## config.mk

```make
export PLATFORM = sky130hd
export DESIGN_NAME = sync_fifo_param_flat
export DESIGN_NICKNAME = d
export VERILOG_FILES = /design/src/rtl/sync_fifo_param_if.sv /design/src/rtl/sync_fifo_param.sv /design/src/flat_wrapper.sv
export SDC_FILE = /design/constraint.sdc
export NUM_CORES = 1
export LEC_CHECK = 0
export CORE_ASPECT_RATIO = 0.9
export CORE_MARGIN = 2
export CORE_UTILIZATION = 58
export DETAILED_ROUTE_END_ITERATION = 8
export GPL_ROUTABILITY_DRIVEN = 1
export GPL_TIMING_DRIVEN = 1
export PLACE_DENSITY = 0.86
export SETUP_SLACK_MARGIN = 0.5
export SYNTH_ARGS = -nofsm -noshare
export SYNTH_HDL_FRONTEND = slang
export SYNTH_SLANG_ARGS = --single-unit
export TNS_END_PERCENT = 1
```

## constraint.sdc

```tcl
create_clock -name clk -period 2.95 [get_ports clk]
set_input_delay 0.59 -clock clk [delete_from_list [all_inputs] [get_ports clk]]
set_output_delay 0.59 -clock clk [all_outputs]
set_load 0.05 [all_outputs]
```

## src/rtl/sync_fifo_param_if.sv

```systemverilog
// Write/read/status bundle for sync_fifo_param: master is the producer/consumer side, slave is the FIFO.
// Widths follow DATA_W and DEPTH; count is $clog2(DEPTH)+1 bits to hold 0..DEPTH.
interface sync_fifo_param_if #(
    parameter int DATA_W = 8,
    parameter int DEPTH  = 16
);
    localparam int CW = $clog2(DEPTH) + 1;

    logic              wr_en;
    logic [DATA_W-1:0] din;
    logic              rd_en;
    logic [DATA_W-1:0] dout;
    logic              full;
    logic              empty;
    logic              almost_full;
    logic              almost_empty;
    logic [CW-1:0]     count;
    logic              overflow;
    logic              underflow;
    logic              clr_err;

    modport master (
        output wr_en, din, rd_en, clr_err,
        input  dout, full, empty, almost_full, almost_empty, count, overflow, underflow
    );

    modport slave (
        input  wr_en, din, rd_en, clr_err,
        output dout, full, empty, almost_full, almost_empty, count, overflow, underflow
    );
endinterface

```

## src/rtl/sync_fifo_param.sv

```systemverilog
// Parametrised single-clock FIFO with occupancy count, almost flags and sticky overflow/underflow.
// Latency: 1-cycle registered read; FIFO_FWFT_EN selects first-word-fall-through (0-cycle) read.
// Backpressure: writes dropped while full, reads ignored while empty; both flagged as sticky errors.
module sync_fifo_param #(
    parameter int DATA_W   = 8,
    parameter int DEPTH    = 16,
    parameter int AF_LEVEL = DEPTH - 2,
    parameter int AE_LEVEL = 2
) (
    input  logic              clk,
    input  logic              reset,
    sync_fifo_param_if.slave  bus
);
    localparam int AW = $clog2(DEPTH);
    localparam int CW = AW + 1;
    localparam logic [CW-1:0] FULL_C = CW'(DEPTH);
    localparam logic [CW-1:0] AF_C   = CW'(AF_LEVEL);
    localparam logic [CW-1:0] AE_C   = CW'(AE_LEVEL);

    logic [DATA_W-1:0] mem [DEPTH];
    logic [AW-1:0]     wr_ptr;
    logic [AW-1:0]     rd_ptr;
    logic [CW-1:0]     count_q;
    logic              ovf_q;
    logic              unf_q;
    logic              full_w;
    logic              empty_w;
    logic              wr_acc;
    logic              rd_acc;

    // Gating looks only at pre-edge occupancy, so a read never makes room for a same-cycle write.
    assign full_w  = (count_q == FULL_C);
    assign empty_w = (count_q == '0);
    assign wr_acc  = bus.wr_en && !full_w;
    assign rd_acc  = bus.rd_en && !empty_w;

    always_ff @(posedge clk) begin
        if (wr_acc) begin
            mem[wr_ptr] <= bus.din;
        end
    end

    always_ff @(posedge clk or posedge reset) begin
        if (reset) begin
            wr_ptr  <= '0;
            rd_ptr  <= '0;
            count_q <= '0;
            ovf_q   <= 1'b0;
            unf_q   <= 1'b0;
        end else begin
            if (wr_acc) begin
                wr_ptr <= wr_ptr + AW'(1);
            end
            if (rd_acc) begin
                rd_ptr <= rd_ptr + AW'(1);
            end
            case ({wr_acc, rd_acc})
                2'b10:   count_q <= count_q + CW'(1);
                2'b01:   count_q <= count_q - CW'(1);
                default: count_q <= count_q;
            endcase
            // A fresh error in the same cycle as clr_err must not be lost.
            if (bus.wr_en && full_w) begin
                ovf_q <= 1'b1;
            end else if (bus.clr_err) begin
                ovf_q <= 1'b0;
            end
            if (bus.rd_en && empty_w) begin
                unf_q <= 1'b1;
            end else if (bus.clr_err) begin
                unf_q <= 1'b0;
            end
        end
    end

`ifdef FIFO_FWFT_EN
    assign bus.dout = empty_w ? '0 : mem[rd_ptr];
`else
    logic [DATA_W-1:0] dout_q;

    always_ff @(posedge clk or posedge reset) begin
        if (reset) begin
            dout_q <= '0;
        end else if (rd_acc) begin
            dout_q <= mem[rd_ptr];
        end
    end

    assign bus.dout = dout_q;
`endif

    assign bus.full         = full_w;
    assign bus.empty        = empty_w;
    assign bus.almost_full  = (count_q >= AF_C);
    assign bus.almost_empty = (count_q <= AE_C);
    assign bus.count        = count_q;
    assign bus.overflow     = ovf_q;
    assign bus.underflow    = unf_q;
endmodule
```

## src/flat_wrapper.sv

```systemverilog
// flat-port wrapper written by rule: the top's interface ports become plain ports
module sync_fifo_param_flat 
#(
    parameter int DATA_W   = 8,
    parameter int DEPTH    = 16,
    parameter int AF_LEVEL = DEPTH - 2,
    parameter int AE_LEVEL = 2
)
  (clk, reset, bus_wr_en, bus_din, bus_rd_en, bus_clr_err, bus_dout, bus_full, bus_empty, bus_almost_full, bus_almost_empty, bus_count, bus_overflow, bus_underflow);
  sync_fifo_param_if #(.DATA_W(DATA_W), .DEPTH(DEPTH)) bus_i ();
  input  logic clk;
  input  logic reset;
  input wire logic [$bits(bus_i.wr_en)-1:0] bus_wr_en;
  input wire logic [$bits(bus_i.din)-1:0] bus_din;
  input wire logic [$bits(bus_i.rd_en)-1:0] bus_rd_en;
  input wire logic [$bits(bus_i.clr_err)-1:0] bus_clr_err;
  output wire logic [$bits(bus_i.dout)-1:0] bus_dout;
  output wire logic [$bits(bus_i.full)-1:0] bus_full;
  output wire logic [$bits(bus_i.empty)-1:0] bus_empty;
  output wire logic [$bits(bus_i.almost_full)-1:0] bus_almost_full;
  output wire logic [$bits(bus_i.almost_empty)-1:0] bus_almost_empty;
  output wire logic [$bits(bus_i.count)-1:0] bus_count;
  output wire logic [$bits(bus_i.overflow)-1:0] bus_overflow;
  output wire logic [$bits(bus_i.underflow)-1:0] bus_underflow;
  assign bus_i.wr_en = bus_wr_en;
  assign bus_i.din = bus_din;
  assign bus_i.rd_en = bus_rd_en;
  assign bus_i.clr_err = bus_clr_err;
  assign bus_dout = bus_i.dout;
  assign bus_full = bus_i.full;
  assign bus_empty = bus_i.empty;
  assign bus_almost_full = bus_i.almost_full;
  assign bus_almost_empty = bus_i.almost_empty;
  assign bus_count = bus_i.count;
  assign bus_overflow = bus_i.overflow;
  assign bus_underflow = bus_i.underflow;
  sync_fifo_param #(.DATA_W(DATA_W), .DEPTH(DEPTH), .AF_LEVEL(AF_LEVEL), .AE_LEVEL(AE_LEVEL)) u_core (.clk(clk), .reset(reset), .bus(bus_i));
endmodule
```

======== Word level (Yosys, flattened, before mapping) ========
Memories as Yosys holds them, arrays and structs flattened. A register that Yosys moved wholly into a read port is not among the register bits.
Cells that the tools add are included.
cells by class
  shifts and indexed selects .............. 0
  mux-type cells .......................... 6
  reductions and logical operators ........ 10
  bitwise logic cells ..................... 0
  div/mod/pow operators ................... 0
  multipliers ............................. 0
  order comparisons ....................... 2
  add/sub/neg operators ................... 4
  eq/ne operators ......................... 3
operator list
  cell                 count
  $pmux 5 s2           1
  $add 4x1->4 const B  2
  $reduce_bool 2->1    3
  $add 5x1->5 const B  1
  $eq 5x5->1 const B   1
  $ge 5x4->1 const B   1
  $le 5x2->1 const B   1
  $logic_not 5->1      1
  $mux 1               5
  $sub 5x1->5 const B  1
  $logic_and 1x1->1    4
  $eq 2x1->1 const B   1
  $eq 2x2->1 const B   1
  $logic_not 1->1      2
word-level totals
  register bits after elaboration ......... 15
  latch bits .............................. 0
  memories ................................ 1
  RAM bits ................................ 128
  bits in read-only memories .............. 0
memories
  name        depth  width  read ports  clocked after memory_dff  wr ports  RTL line               text
  u_core.mem  16     8      1           1                         1         sync_fifo_param.sv:20  logic [DATA_W-1:0] mem [DEPTH];

======== Longest topological paths before layout ========
Gate-level depths: netlist of the first run.
  depth after elaboration ................. 5
  mapped depth ............................ 12

======== Worst setup path after synthesis of the first run ========
Ideal clock, no wire load.
  path kind ............................... reg2out
  from .................................... register u_core.count_q[1], in the netlist u_core.bus.count[1]
  to ...................................... output port bus_almost_empty
  arrival ................................. 3.298 ns
  data required time ...................... 2.360 ns
  cell stages (with the launch flop) ...... 3
  buffers on the path ..................... 1
  slack ................................... -0.938 ns
  cells stage by stage .................... dfrtp_1 buf_2 a2111oi_0
between the ends
  longest elaborated chain between the ends .. 1
RTL lines
  item                    RTL line               text
  start, declared         sync_fifo_param.sv:23  logic [CW-1:0] count_q;
  start signal, assigned  sync_fifo_param.sv:58  2'b10: count_q <= count_q + CW'(1);
  start signal, assigned  sync_fifo_param.sv:59  2'b01: count_q <= count_q - CW'(1);
  start signal, assigned  sync_fifo_param.sv:60  default: count_q <= count_q;
  $le 5x2->1              sync_fifo_param.sv:95  assign bus.almost_empty = (count_q <= AE_C);
  end, declared           flat_wrapper.sv:21     output wire logic [$bits(bus_i.almost_empty)-1:0] bus_almost_empty;
Every way passes these cells.

======== Worst setup path after layout of the first run ========
  from .................................... register u_core.count_q[1], in the netlist u_core.bus.count[1]
  to ...................................... register u_core.count_q[4], in the netlist u_core.bus.count[4]
between the ends
  longest elaborated chain between the ends .. 5
  elaborated cells between the ends (all ways) .. 12
RTL lines
  item                                                    RTL line               text
  $logic_not 5->1 *                                       sync_fifo_param.sv:33  assign empty_w = (count_q == '0);
  $logic_not 1->1 *                                       sync_fifo_param.sv:35  assign rd_acc = bus.rd_en && !empty_w;
  $logic_and 1x1->1 *                                     sync_fifo_param.sv:35
  net u_core.rd_acc                                       sync_fifo_param.sv:29  logic rd_acc;
  $eq 2x1->1 / $eq 2x2->1 (equally long branches)         sync_fifo_param.sv:57  case ({wr_acc, rd_acc})
  $pmux 5 s2 / $reduce_bool 2->1 (equally long branches)  n/a
The timed path passes the listed nets; every way through them passes the cells marked *.
A chain may end at the register's enable or synchronous reset.

==> results of run 1 <==
-- timing repair --
action / 4_1_cts / 5_1_grt
gates resized for setup: 13 / 1
setup buffers: 8 / 3
endpoints found under the setup margin: 6 / 8
pin swaps: 2 / 2
-- stage by stage --
| stage | setup slack (ns) | hold WS, ns | instance area, µm² | total power, mW | utilization |
|---|---|---|---|---|---|
| floorplan | 0.273 | 0.499 | 6110 | 4.59 | - |
| global placement | 0.328 | 0.491 | 6650 | 5.16 | 0.651 |
| detailed placement | 0.239 | 0.490 | 6650 | 5.27 | 0.651 |
| CTS | 0.419 | 0.516 | 7290 | 7.40 | 0.714 |
| global route | 0.298 | 0.555 | 7310 | 7.71 | 0.717 |
| finish | 0.392 | 0.516 | 7310 | 7.37 | 0.717 |
-- cells in the final DEF, fill, tap and decap left out, drive strengths merged, types with 2 or more instances in the layout --
cell type / Yosys / routed
nor2: 15 / 15
xor2: 4 / 4
mux4: 32 / 32
a22o: 2 / 2
inv: 7 / 12
clkinvlp: 0 / 4
a21oi: 3 / 3
xnor2: 6 / 6
ha: 9 / 9
o221ai: 8 / 8
clkbuf: 7 / 17
nand2b: 4 / 4
clkinv: 0 / 3
nand2: 22 / 22
nor3: 4 / 4
buf: 12 / 33
nand4: 2 / 2
edfxtp: 128 / 128
o21ai: 5 / 5
mux2i: 16 / 16
clkdlybuf4s50: 0 / 28
dfrtp: 23 / 23
clkdlybuf4s15: 0 / 2
-- layout make-up --
cell class / count / share of cell area
clock buffer: 17 / 0.0582
clock inverter: 13 / 0.0195
inverter: 7 / 0.00393
multi-input combinational: 147 / 0.215
sequential: 151 / 0.605
tap: 129 / 0.0221
timing repair buffer: 64 / 0.0766
-- power by group --
part	switching (mW)	internal (mW)	total (mW)
Clock	0.859	1.18	2.04
Combinational	1.30	1.07	2.36
Sequential	0.312	2.65	2.97
-- cells by family (layout without fill, tap and decap cells) --
kind of cell / after synthesis / in the layout / synth area share
simple gates: 53 / 53 / 0.0400
flops: 151 / 151 / 0.727
fa+ha+maj: 9 / 9 / 0.0185
xor+xnor: 10 / 10 / 0.0144
buf+inv: 26 / 101 / 0.0200
mux: 49 / 49 / 0.147
compound gates: 26 / 26 / 0.0330
-- registers in the layout, indices dropped and copies added (netlist names) --
register	flops
u_core.rd_ptr	4
u_core.bus.dout	8
u_core.bus.underflow	1
u_core.mem	128
u_core.wr_ptr	4
u_core.bus.count	5
u_core.bus.overflow	1
-- metal layers --
metal,vias up,wire length (µm),GRT usage
met5,-,0,0
met4,0,199,0.0703
met3,18,729,0.0679
met2,116,6360,0.410
met1,1642,4620,0.291
li1,1414,-,-
-- path summary, 6_finish.rpt --
path	from	end	cells past startpoint
setup / recovery	u_core.bus.count[1]$_DFFE_PP0P_	u_core.bus.count[4]$_DFFE_PP0P_	10
hold / removal	u_core.bus.dout[7]$_DFFE_PP0P_	u_core.bus.dout[7]$_DFFE_PP0P_	2
setup reg to reg	u_core.bus.count[1]$_DFFE_PP0P_	u_core.bus.count[4]$_DFFE_PP0P_	10
hold reg to reg	u_core.bus.dout[7]$_DFFE_PP0P_	u_core.bus.dout[7]$_DFFE_PP0P_	2
max in group asynchronous	reset	u_core.bus.count[2]$_DFFE_PP0P_	2
min in group asynchronous	reset	u_core.wr_ptr[2]$_DFFE_PP0P_	2
-- worst register-to-register path, stage by stage, from the launching register on --
cell and delay (ns):
dfrtp_2 0.42, or4_4 0.57, o21ai_4 0.21, inv_4 0.07
ha_4 0.18, xor2_1 0.15, ha_2 0.20, o211a_1 0.23
o31ai_2 0.17, a31oi_1 0.07, xor2_1 0.16
==> reports/metrics.csv, run 1 <==
stage;metric;value;unit
global_routing;grt_pass1_vias;3319;
route;ant_nets;0;
synth;ys_seq_area_frac;0.727;
clock_tree;clkSinkCount;151;
sta;fin_tns_setup;0;ns
finish;layout-drive-gt1-share;0.283;
min_path;hold_class;reg2reg;
clock_tree;clk_latency;0.41;ns
sta;drv_slew;0;
global_routing;grt_max_degree;34;
die;start_util;0.595;
synth;synth_area_leader_cell;edfxtp_1;
clock_tree;cts_buffers;17;
synth;synth_seq_cells;151;
route;drt_wl_total;11900;µm
synth;yosysWarnings;0;
worst_setup_path;cp.required;3.23;ns
synth;synth-edff-count;128;
clock_tree;cts.reportedPaths.clkPinSlew;0.06;ns
global_routing;antenna_found_initial;0;
run_status;status;completed;
clock_tree;htreeDepth;4;
synth;synth_top_cells_by_count;128 x edfxtp_1, 32 x mux4_2, 23 x dfrtp_1, 22 x nand2_1, 16 x mux2i_1;
synth;ys_types;38;
finish;fin_nets;410;
worst_setup_path;arrival;2.84;ns
clock_tree;cts_hold_buf;0;
finish;multi_input_area;0.00157;mm²
synth;synthArstFlopShare;0.152;
finish;regArea;0.00443;mm²
placement;port_buffers;31;
route;drt_first_pass_iters;4;
die;die_y;101;µm
synth;postSynthAreaPerCell;18.8;µm²
die;die_width;112;µm
finish;num-fill-cells;598;
placement;gp_congestion;0.816;
synth;yosysMostFrequentCell;edfxtp_1;
sta;timing.fmax;391;MHz
power;power_density;1010;mW/mm²
worst_setup_path;startpoint_type;flop;
sta;post-route-min-period;2.56;ns
synth;synthTopCellsByArea;edfxtp_1 63%, mux4_2 12%, dfrtp_1 9.5%, mux2i_1 2.6%, ha_1 1.9%;
clock_tree;cts_buffer_depth;2;
clock_tree;cts_root_buffer;clkbuf_16;
route;vias;3190;
finish;area_delta_synth_final;20.4;%
die;ios;32;
global_routing;overflow;0;
power;ir_worst_vdd;708;µV
global_routing;grt_first_pass_wirelength;18900;µm
synth;syn_area;0.00608;mm²
sta;setup_viol;0;
synth;synth_fp_nets;346;
route;vias_per_cell;6.04;
sta;hold_viol;0;
sta;slew_headroom;0.384;
die;rows;35;
worst_setup_path;critPathBufInv;1;
worst_setup_path;end_kind;flop;
route;drc_errors;0;
synth;synthFlopType;edfxtp_1;
worst_setup_path;path_max_fanout;6;
die;die_area;0.0113;mm²
worst_setup_path;crit_top_cell;xor2_1;
placement;placed_cells;487;
sta;skew;0.00784;ns
worst_setup_path;crit_path_top_delay_cell;or4_4;
clock_tree;cts_tree;done;
worst_setup_path;reg2reg_slack;0.39;ns
worst_setup_path;worstPathCellList;or4_4, o21ai_4, inv_4, ha_4, xor2_1, ha_2, o211a_1, o31ai_2, a31oi_1, xor2_1;
synth;yosysTopAreaCellShare;0.633;
worst_setup_path;max_stage_delay;0.57;ns
sta;max_slew.worst_pin.slew;0.923;ns
die;core_area;0.0102;mm²
route;drtIter0Drc;187;
sta;rsz0062_at_grt;true;
route;wire_per_inst;22.6;µm
job;maxCapViolCount;0;
finish;diodes;0;
global_routing;grt_use_total;0.235;
worst_setup_path;crit_type;reg2reg;
synth;syn_inst;324;
power;power.leakage;2.56;nW
sta;period_share;0.867;
placement;place_hpwl;7330;µm
worst_setup_path;crit_family;compound AO/OA/AOI/OAI gates;
finish;fin_cells;528;
Power figures use the tool's default switching activity.
==> run 2: changes to the inputs <==
Settings changed: ABC_AREA set to 1, PLACE_DENSITY 0.86 to 0.84.
==> run 2 against run 1 <==
Effect of this change:
- final cell count increased by 68%
- non-clock buffer count is 19 lower
- final area increased by 6.6%
- clock power is 6% higher
- power is 9.0% higher
- sequential cell count unchanged
- worst setup slack worse by 0.092 ns
- count of clock-buffer cells in the layout unchanged
- area after synthesis increased by 11%
- critical endpoint is now bus_almost_empty
- largest power group is now combinational cells
==> reports/metrics.csv, run 2 <==
stage;metric;value;unit;change
run_status;status;completed;;unchanged
synth;synth_area_leader_cell;edfxtp_1;;unchanged
clock_tree;cts_root_buffer;clkbuf_16;;unchanged
route;vias;4845;;was 3,190
worst_setup_path;path_max_fanout;7;;was 6
sta;post-route-min-period;2.65;ns;was 2.56 ns
route;drc_errors;0;;unchanged
synth;yosysWarnings;0;;unchanged
min_path;hp-start;u_core.bus.dout[6]$_DFFE_PP0P_;;was u_core.bus.dout[7]$_DFFE_PP0P_
worst_setup_path;crit_type;reg2out;;was reg2reg
clock_tree;cts.reportedPaths.clkPinSlew;0.07;ns;was 0.06 ns
synth;synth_fp_nets;701;;was 346
die;rows;37;;was 35
worst_setup_path;arrival;2.06;ns;was 2.84 ns
synth;postSynthAreaPerCell;9.95;µm²;was 18.8 µm²
sta;skew;0.00971;ns;was 0.00784 ns
synth;ys_types;23;;was 38
finish;diodes;0;;unchanged
die;die_y;106;µm;was 101 µm
global_routing;grt_use_total;0.262;;was 0.235
route;drt_first_pass_iters;7;;was 4
synth;synthArstFlopShare;0.152;;unchanged
synth;syn_area;0.00676;mm²;was 0.00608 mm²
sta;hold_viol;0;;unchanged
synth;synth_top_cells_by_count;224 x nand2_1, 128 x edfxtp_1, 119 x inv_1, 103 x nand3_1, 23 x dfrtp_1;;was 128 x edfxtp_1, 32 x mux4_2, 23 x dfrtp_1, 22 x nand2_1, 16 x mux2i_1
worst_setup_path;rr_startpoint;u_core.bus.count[2]$_DFFE_PP0P_;;was u_core.bus.count[1]$_DFFE_PP0P_
sta;rsz0062_at_grt;true;;unchanged
sta;hold_slack;0.491;ns;was 0.516 ns
worst_setup_path;startpoint_type;flop;;unchanged
min_path;hold_class;reg2reg;;unchanged
synth;synth_seq_cells;151;;unchanged
worst_setup_path;r2r-end;u_core.bus.count[4]$_DFFE_PP0P_;;unchanged
clock_tree;clk_latency;0.44;ns;was 0.41 ns
sta;setup_viol;0;;unchanged
clock_tree;cts_buffers;17;;unchanged
finish;mostFrequentLayoutCell;nand2_1;;was edfxtp_1
sta;drv_slew;0;;unchanged
power;power_density;1030;mW/mm²;was 1010 mW/mm²
clock_tree;cts_buffer_depth;2;;unchanged
route;vias_per_cell;5.47;;was 6.04
finish;mostFrequentLayoutCells;224 x nand2_1, 128 x edfxtp_1, 119 x inv_1;;was 128 x edfxtp_1, 33 x buf_4, 32 x mux4_2
die;start_util;0.593;;was 0.595
die;die_area;0.0125;mm²;was 0.0113 mm²
global_routing;grt_max_degree;67;;was 34
clock_tree;clkSinkCount;151;;unchanged
min_path;hold_path_depth;2;;unchanged
finish;layout-drive-gt1-share;0.0740;;was 0.283
global_routing;overflow;0;;unchanged
finish;area_delta_synth_final;15.4;%;was 20.4%
clock_tree;htreeDepth;4;;unchanged
worst_setup_path;reg2reg_slack;0.53;ns;was 0.39 ns
job;maxCapViolCount;0;;unchanged
synth;syn_inst;679;;was 324
die;ios;32;;unchanged
sta;timing.fmax;377;MHz;was 391 MHz
clock_tree;cts_setup_buffers;0;;was 8
sta;fin_tns_setup;0;ns;unchanged
clock_tree;cts_tree;done;;unchanged
synth;yosysMostFrequentCell;nand2_1;;was edfxtp_1
finish;fin_nets;739;;was 410
die;die_width;118;µm;was 112 µm
worst_setup_path;end_kind;primary output;;was flop
placement;port_buffers;31;;unchanged
finish;largest_reg_flops;128;;unchanged
min_path;min_to;u_core.bus.dout[6]$_DFFE_PP0P_;;was u_core.bus.dout[7]$_DFFE_PP0P_
global_routing;grt_pass1_vias;4740;;was 3,319
sta;slew_headroom;0.294;;was 0.384
synth;ys_seq_area_frac;0.654;;was 0.727
sta;period_share;0.898;;was 0.867
route;drt_wl_total;15500;µm;was 11,900 µm
worst_setup_path;cp.required;2.36;ns;was 3.23 ns
sta;max_slew.worst_pin.slew;1.06;ns;was 0.923 ns
finish;regMostFlops;u_core.mem;;unchanged
route;wire_per_inst;17.5;µm;was 22.6 µm
global_routing;antenna_found_initial;0;;unchanged
die;core_area;0.0114;mm²;was 0.0102 mm²
placement;place_hpwl;9710;µm;was 7330 µm
route;drtIter0Drc;676;;was 187
clock_tree;cts_hold_buf;0;;unchanged
placement;gp_congestion;0.869;;was 0.816
synth;synthFlopType;edfxtp_1;;unchanged
route;ant_nets;0;;unchanged
worst_setup_path;rr_worst_depth;13;;was 10
clock_tree;cts_resized;1;;was 13
power;power.leakage;3.49;nW;was 2.56 nW
power;ir_worst_vdd;829;µV;was 708 µV
synth;yosysTopAreaCellShare;0.569;;was 0.633
synth;synth-edff-count;128;;unchanged
synth;synthTopCellsByArea;edfxtp_1 57%, nand2_1 12%, dfrtp_1 8.5%, nand3_1 7.6%, inv_1 6.6%;;was edfxtp_1 63%, mux4_2 12%, dfrtp_1 9.5%, mux2i_1 2.6%, ha_1 1.9%
global_routing;grt_first_pass_wirelength;24200;µm;was 18,900 µm
run 2: cells by family after synthesis:
group,after synthesis,synth area share
AND/OR/NAND/NOR,349,0.214
flip-flops,151,0.654
buffers and inverters,149,0.0919
XOR/XNOR,11,0.0143
AO/OA/AOI/OAI,10,0.00870
adder cells (fa/ha/maj),9,0.0167
run 2: worst max path at each step:
stage	start	to	slack [ns]	cells after the start
after floorplan	u_core.bus.count[4]$_DFFE_PP0P_	u_core.bus.count[4]$_DFFE_PP0P_	0.51	15
after global placement	bus_wr_en	u_core.bus.count[4]$_DFFE_PP0P_	0.42	12
after detailed placement	bus_wr_en	u_core.bus.count[4]$_DFFE_PP0P_	0.32	12
after CTS	u_core.bus.count[2]$_DFFE_PP0P_	bus_full	0.30	4
after global routing	u_core.bus.count[2]$_DFFE_PP0P_	bus_almost_empty	0.25	4
final	u_core.bus.count[2]$_DFFE_PP0P_	bus_almost_empty	0.30	4
run 2: worst max-delay path, cell delays in order, from the launching register on:
cell and delay, ns:
dfrtp_2 0.47, nor2_2 0.16, nand2_1 0.06, a21oi_1 0.11, clkdlybuf4s50_1 0.82
run 2: per-stage QoR:
step	utilization	area, µm²	setup WS [ns]	cells	total power, mW
2_1_floorplan	-	6760	0.506	679	5.01
3_3_place_gp	0.633	7210	0.422	854	5.73
3_5_place_dp	0.633	7210	0.319	854	5.82
4_1_cts	0.684	7790	0.295	886	7.99
5_1_grt	0.685	7800	0.247	886	8.42
6_report	0.685	7800	0.300	886	8.03
run 2: where the power goes:
part	switching, mW	total, mW	internal [mW]
Clock	0.962	2.16	1.20
Sequential	0.208	2.87	2.66
Combinational	2.10	3.00	0.892
Total	3.27	8.03	4.75
run 2: metal layers:
| metal | vias up | share of wire | global-route usage |
|---|---|---|---|
| li1 | 2235 | - | - |
| met1 | 2291 | 0.39 | 0.324 |
| met2 | 269 | 0.49 | 0.432 |
| met3 | 50 | 0.091 | 0.0756 |
| met4 | 0 | 0.027 | 0.114 |
| met5 | - | 0 | 0 |
run 2: layout make-up:
type | instances | area (µm²)
sequential | 151 | 4420
fill | 819 | 3590
multi-input combinational | 379 | 1720
inverter | 123 | 462
clock buffer | 17 | 425
timing repair buffer | 45 | 417
tap | 156 | 195
clock inverter | 15 | 158
==> run 3: changes to the inputs <==
Settings changed: DONT_BUFFER_PORTS set to 1, PLACE_DENSITY 0.84 to 0.81, REMOVE_ABC_BUFFERS set to 1, SKIP_CTS_REPAIR_TIMING set to 1.
==> run 3 against run 2 <==
Effect of this change:
- wire length decreased by 8.5%
- die area unchanged
- worst setup slack improved by 0.29 ns
- clock power decreased by 4%
- combinational power decreased by 15%
- register-to-register slack improved by 0.21 ns
- final cell count decreased by 3.0%
- worst hold slack got worse by 0.26 ns
- maximum frequency increased by 12%
- sequential share of layout area increased by 2.0 points
- critical path type unchanged
- largest cell class unchanged
- highest routed layer unchanged
==> reports/metrics.csv, run 3 (synthesis results as in run 2) <==
stage;metric;value;unit;change
clock_tree;cts_tree;done;;unchanged
route;wire_per_inst;16.5;µm;was 17.5 µm
worst_setup_path;rr_worst_depth;14;;was 13
finish;fin_nets;712;;was 739
worst_setup_path;max_stage_delay;0.39;ns;was 0.82 ns
die;die_area;0.0125;mm²;unchanged
global_routing;overflow;0;;unchanged
sta;timing.fmax;424;MHz;was 377 MHz
worst_setup_path;crit_end;bus_empty;;was bus_almost_empty
sta;max_slew.worst_pin.slew;1.20;ns;was 1.06 ns
route;drt_wl_total;14200;µm;was 15,500 µm
power;combPwrFrac;0.331;;was 0.373
power;pwr-share-seq;0.400;;was 0.358
worst_setup_path;arrival;1.77;ns;was 2.06 ns
clock_tree;cts.reportedPaths.clkPinSlew;0.06;ns;was 0.07 ns
power;sw_frac_of_total;0.406;;was 0.408
power;pwr-share-clk;0.269;;about the same
finish;layout-drive-gt1-share;0.0839;;was 0.0740
route;drt_first_pass_iters;7;;unchanged
die;die_width;118;µm;unchanged
sta;post-route-min-period;2.36;ns;was 2.65 ns
clock_tree;cts_root_buffer;clkbuf_16;;unchanged
die;ios;32;;unchanged
placement;placed_cells;820;;was 854
sta;slew_headroom;0.196;;was 0.294
power;power;7.74;mW;was 8.03 mW
route;ant_nets;0;;unchanged
clock_tree;cts_buffers;17;;unchanged
sta;period_share;0.799;;was 0.898
worst_setup_path;reg2reg_slack;0.74;ns;was 0.53 ns
worst_setup_path;cp.required;2.36;ns;about the same
route;drc_errors;0;;unchanged
placement;gp_congestion;0.884;;was 0.869
finish;multi_input_area;0.00174;mm²;was 0.00172 mm²
run_status;status;completed;;unchanged
finish;regArea;0.00442;mm²;about the same
global_routing;antenna_found_initial;0;;unchanged
worst_setup_path;startpoint_type;flop;;unchanged
power;internal_power;4.59;mW;was 4.75 mW
worst_setup_path;crit_cells;5;;was 4
clock_tree;clk_latency;0.42;ns;was 0.44 ns
sta;hold_viol;0;;unchanged
sta;drv_slew;0;;unchanged
die;die_y;106;µm;unchanged
finish;fin_cells;859;;was 886
worst_setup_path;end_kind;primary output;;unchanged
global_routing;grt_pass1_vias;4289;;was 4,740
clock_tree;htreeDepth;4;;unchanged
global_routing;grt_use_total;0.239;;was 0.262
die;core_area;0.0114;mm²;unchanged
worst_setup_path;rr_startpoint;u_core.bus.count[2]$_DFFE_PP0P_;;unchanged
worst_setup_path;worstPathCellList;nor2_2, nand4_1, buf_4, buf_4, inv_1;;was nor2_2, nand2_1, a21oi_1, clkdlybuf4s50_1
power;ir_worst_vdd;553;µV;was 829 µV
power;power_density;1030;mW/mm²;about the same
route;vias_per_cell;5.21;;was 5.47
job;maxCapViolCount;0;;unchanged
sta;setup_slack;0.592;ns;was 0.300 ns
sta;hold_slack;0.226;ns;was 0.491 ns
sta;setup_viol;0;;unchanged
die;rows;37;;unchanged
power;power.leakage;3.36;nW;was 3.49 nW
clock_tree;clkSinkCount;151;;unchanged
global_routing;grt_first_pass_wirelength;22300;µm;was 24,200 µm
finish;mostFrequentLayoutCell;nand2_1;;unchanged
route;drtIter0Drc;502;;was 676
sta;rsz0062_at_grt;true;;unchanged
placement;place_hpwl;8870;µm;was 9710 µm
finish;largest_reg_flops;128;;unchanged
worst_setup_path;startpoint;u_core.bus.count[2]$_DFFE_PP0P_;;unchanged
finish;mostFrequentLayoutCells;223 x nand2_1, 128 x edfxtp_1, 119 x inv_1;;was 224 x nand2_1, 128 x edfxtp_1, 119 x inv_1
die;start_util;0.593;;unchanged
finish;num-fill-cells;846;;was 819
min_path;hold_class;in2async;;was reg2reg
finish;area_delta_synth_final;11.4;%;was 15.4%
worst_setup_path;crit_type;reg2out;;unchanged
global_routing;grt_max_degree;46;;was 67
route;vias;4475;;was 4,845
sta;skew;0.00662;ns;was 0.00971 ns
placement;dp_slack;0.585;ns;was 0.319 ns
sta;fin_tns_setup;0;ns;unchanged
clock_tree;cts_buffer_depth;2;;unchanged
power;p_switching;3.14;mW;was 3.27 mW
placement;port_buffers;0;;was 31
finish;regMostFlops;u_core.mem;;unchanged
worst_setup_path;path_max_fanout;3;;was 7
finish;diodes;0;;unchanged
worst_setup_path;crit_path_top_delay_cell;dfrtp_1;;was clkdlybuf4s50_1
worst_setup_path;crit_family;buffers and inverters;;unchanged
worst_setup_path;critPathBufInv;3;;was 1
worst_setup_path;r2r-end;u_core.bus.count[4]$_DFFE_PP0P_;;unchanged
worst_setup_path;crit_top_cell;buf_4;;
==> run 3: power by group through the flow <==
stage	Sequential [mW]	Combinational [mW]	Clock, mW
6_report	3.10	2.56	2.08
5_1_grt	3.13	2.84	2.18
2_1_floorplan	3.32	1.51	0
4_1_cts	3.09	2.48	2.08
3_3_place_gp	3.12	2.37	0
3_5_place_dp	3.13	2.46	0
==> run 3: metrics by stage <==
step / instance area, µm² / util
after global routing: 7530 / 0.661
final: 7530 / 0.661
after floorplan: 6600 / -
after global placement: 6880 / 0.604
after CTS: 7450 / 0.654
after detailed placement: 6880 / 0.604
==> run 3: layer usage <==
layer	wire, µm	vias to the layer above	track usage
met3	1060	22	0.0805
met4	217	0	0.0723
li1	-	2190	-
met2	6920	157	0.386
met5	0	-	0
met1	5980	2106	0.310
==> run 3: worst min path at each step <==
| stage | to | slack [ns] | cells past startpoint |
|---|---|---|---|
| 6_report | u_core.bus.overflow$_DFFE_PP0P_ | 0.23 | 1 |
| 5_1_grt | u_core.mem[12][3]$_DFFE_PP_ | 0.24 | 0 |
| 4_1_cts | u_core.bus.overflow$_DFFE_PP0P_ | 0.25 | 1 |
| 3_5_place_dp | u_core.wr_ptr[3]$_DFFE_PP0P_ | 0.53 | 1 |
| 3_3_place_gp | u_core.wr_ptr[3]$_DFFE_PP0P_ | 0.52 | 1 |
| 2_1_floorplan | u_core.wr_ptr[3]$_DFFE_PP0P_ | 0.48 | 1 |
==> run 3: area by class of cell <==
cell class                      instances  share of cell area
Inverter                              123              0.0613
Tap cell                              156              0.0259
Timing Repair Buffer                   18              0.0179
Sequential cell                       151               0.587
Multi-Input combinational cell        379               0.232
Clock inverter                         15              0.0194
Clock buffer                           17              0.0565
==> run 3: worst reg2reg max path, stage by stage, from the launching register on <==
cell     delay (ns)
dfrtp_1        0.39
nor2_2         0.15
nand4_1        0.18
nand2_4        0.14
inv_2          0.13
ha_4           0.22
xor2_2         0.16
ha_1           0.20
inv_1          0.06
nand2_1        0.08
nand3_1        0.09
nand2_1        0.06
xor2_1         0.14
nand2_1        0.06
nand2_1        0.05
==> patch (config.mk and constraints of run 1) <==
`DEPTH` is set to 16 in 3 places; all go to 8.
--- a/src/rtl/sync_fifo_param_if.sv
+++ b/src/rtl/sync_fifo_param_if.sv
@@ -2,7 +2,7 @@
 // Widths follow DATA_W and DEPTH; count is $clog2(DEPTH)+1 bits to hold 0..DEPTH.
 interface sync_fifo_param_if #(
     parameter int DATA_W = 8,
-    parameter int DEPTH  = 16
+    parameter int DEPTH  = 8
 );
     localparam int CW = $clog2(DEPTH) + 1;
 
--- a/src/rtl/sync_fifo_param.sv
+++ b/src/rtl/sync_fifo_param.sv
@@ -3,7 +3,7 @@
 // Backpressure: writes dropped while full, reads ignored while empty; both flagged as sticky errors.
 module sync_fifo_param #(
     parameter int DATA_W   = 8,
-    parameter int DEPTH    = 16,
+    parameter int DEPTH    = 8,
     parameter int AF_LEVEL = DEPTH - 2,
     parameter int AE_LEVEL = 2
 ) (
--- a/src/flat_wrapper.sv
+++ b/src/flat_wrapper.sv
@@ -2,7 +2,7 @@
 module sync_fifo_param_flat 
 #(
     parameter int DATA_W   = 8,
-    parameter int DEPTH    = 16,
+    parameter int DEPTH    = 8,
     parameter int AF_LEVEL = DEPTH - 2,
     parameter int AE_LEVEL = 2
 )
Interface: changed (resized bus_count); port bits go from 32 to 31. No check against the original RTL was run, so the function may have changed too.
==> patch against run 1 <==
Design area down 44%; synthesized cell count down 31%; sequential cell count down 67; combinational power fell by 24%; worst setup slack got worse by 0.040 ns; power shrank 41%; routed wire length down 49%; global-route usage decreased by 3.8 points; die area fell by 41%; count of clock-buffer cells in the layout is 8 lower; via count shrank 40%; synthesized area shrank 43%; critical path type is now flop to primary output; largest power group is now combinational logic.
==> patch: results <==
export IMPL_nClkBuffers=9
export IMPL_clk_insertion_delay_late_ns=0.35
export IMPL_wire_per_inst_um=17.8
export IMPL_use_met3=0.0723
export IMPL_grtUsageMet2=0.310
export IMPL_gp_congestion=0.755
export IMPL_place_area_um2=3900
export IMPL_nFillCells=369
export IMPL_critical_path_slowest_cell="clkdlybuf4s50_1"
export IMPL_ys_seq_elements=84
export IMPL_fin_ws_ns=0.352
export IMPL_synthTopCellsByArea="edfxtp_1, dfrtp_1, mux2_2"
export IMPL_endpoint="bus_almost_empty"
export IMPL_worst_clock_skew_ns=0.00801
export IMPL_min_path_cells=2
export IMPL_nets=284
export IMPL_grt_pass1_vias=1832
export IMPL_hpwl_um=4030
export IMPL_clock_power_share=0.183
export IMPL_critPathMaxStageDelay_ns=0.85
export IMPL_htree_num_levels=3
export IMPL_worstPathMaxFanout=10
export IMPL_path_clk_slew_ns=0.08
export IMPL_vias_per_cell=5.65
export IMPL_clock_area_frac=0.0483
export IMPL_dp_cells=325
export IMPL_synth_common_cells="edfxtp_1, nand2_1, dfrtp_1"
export IMPL_synthDistinctLibCells=33
export IMPL_syn_nets=241
export IMPL_status="completed"
export IMPL_multi_input_area_share=0.237
export IMPL_grt_pass1_wl_um=9430
export IMPL_port_buffers=30
export IMPL_drive_gt1_frac=0.210
export IMPL_met2WireLength_um=2980
export IMPL_n_all_inverters=5
export IMPL_signal_buffers=42
export IMPL_r2r_end="u_core.bus.count[2]"
export IMPL_grt_total_usage=0.197
export IMPL_nMultiInputCombCells=124
export IMPL_grt_max_degree=35
export IMPL_ir_worst_vdd_mv=1.12
export IMPL_drtIter0Drc=213
export IMPL_p_leak_nw=1.51
export IMPL_tightest_slew_ns=0.847
export IMPL_min_from="u_core.bus.dout[1]"
export IMPL_seq_area_um2=2430
export IMPL_use_met1=0.265
export IMPL_reg2reg_from="u_core.bus.count[0]"
export IMPL_syn_area_per_cell_um2=15.6
export IMPL_wl_met3_um=551
export IMPL_arrival_ns=2.01
export IMPL_cpLargestDelayFamily="buffers and inverters"
export IMPL_power_net_switching_w=0.00167
export IMPL_root_buffer="clkbuf_8"
export IMPL_power_density_nw_per_um2=1060
==> patch: changes by cell type in the layout (fill, tap and decap cells not counted), sizes merged, moves of 7 or more <==
cell and delta:
edfxtp -64, mux4 -32, buf -21, mux2 +16
a221o +8, clkbuf -8, o221ai -8, o22ai +8
o21ai +7
==> patch: repair_timing <==
action                                  4_1_cts  5_1_grt
gates resized for setup                       1        1
endpoints found under the setup margin        3        3
hold buffers                                  0        0
endpoints found under the hold margin         0        0
setup buffers                                 0        0
==> patch: cells by family (layout without fill, tap and decap cells) <==
family / count (synthesis) / in the layout / share of synthesized area
AOI/OAI and AO/OA: 31 / 31 / 0.0620
xor gates and xnor gates: 8 / 8 / 0.0202
adders and majority gates: 5 / 5 / 0.0180
buffers and inverters: 15 / 63 / 0.0321
DFF: 84 / 84 / 0.698
muxes: 33 / 33 / 0.101
and+or+nand+nor: 47 / 47 / 0.0682
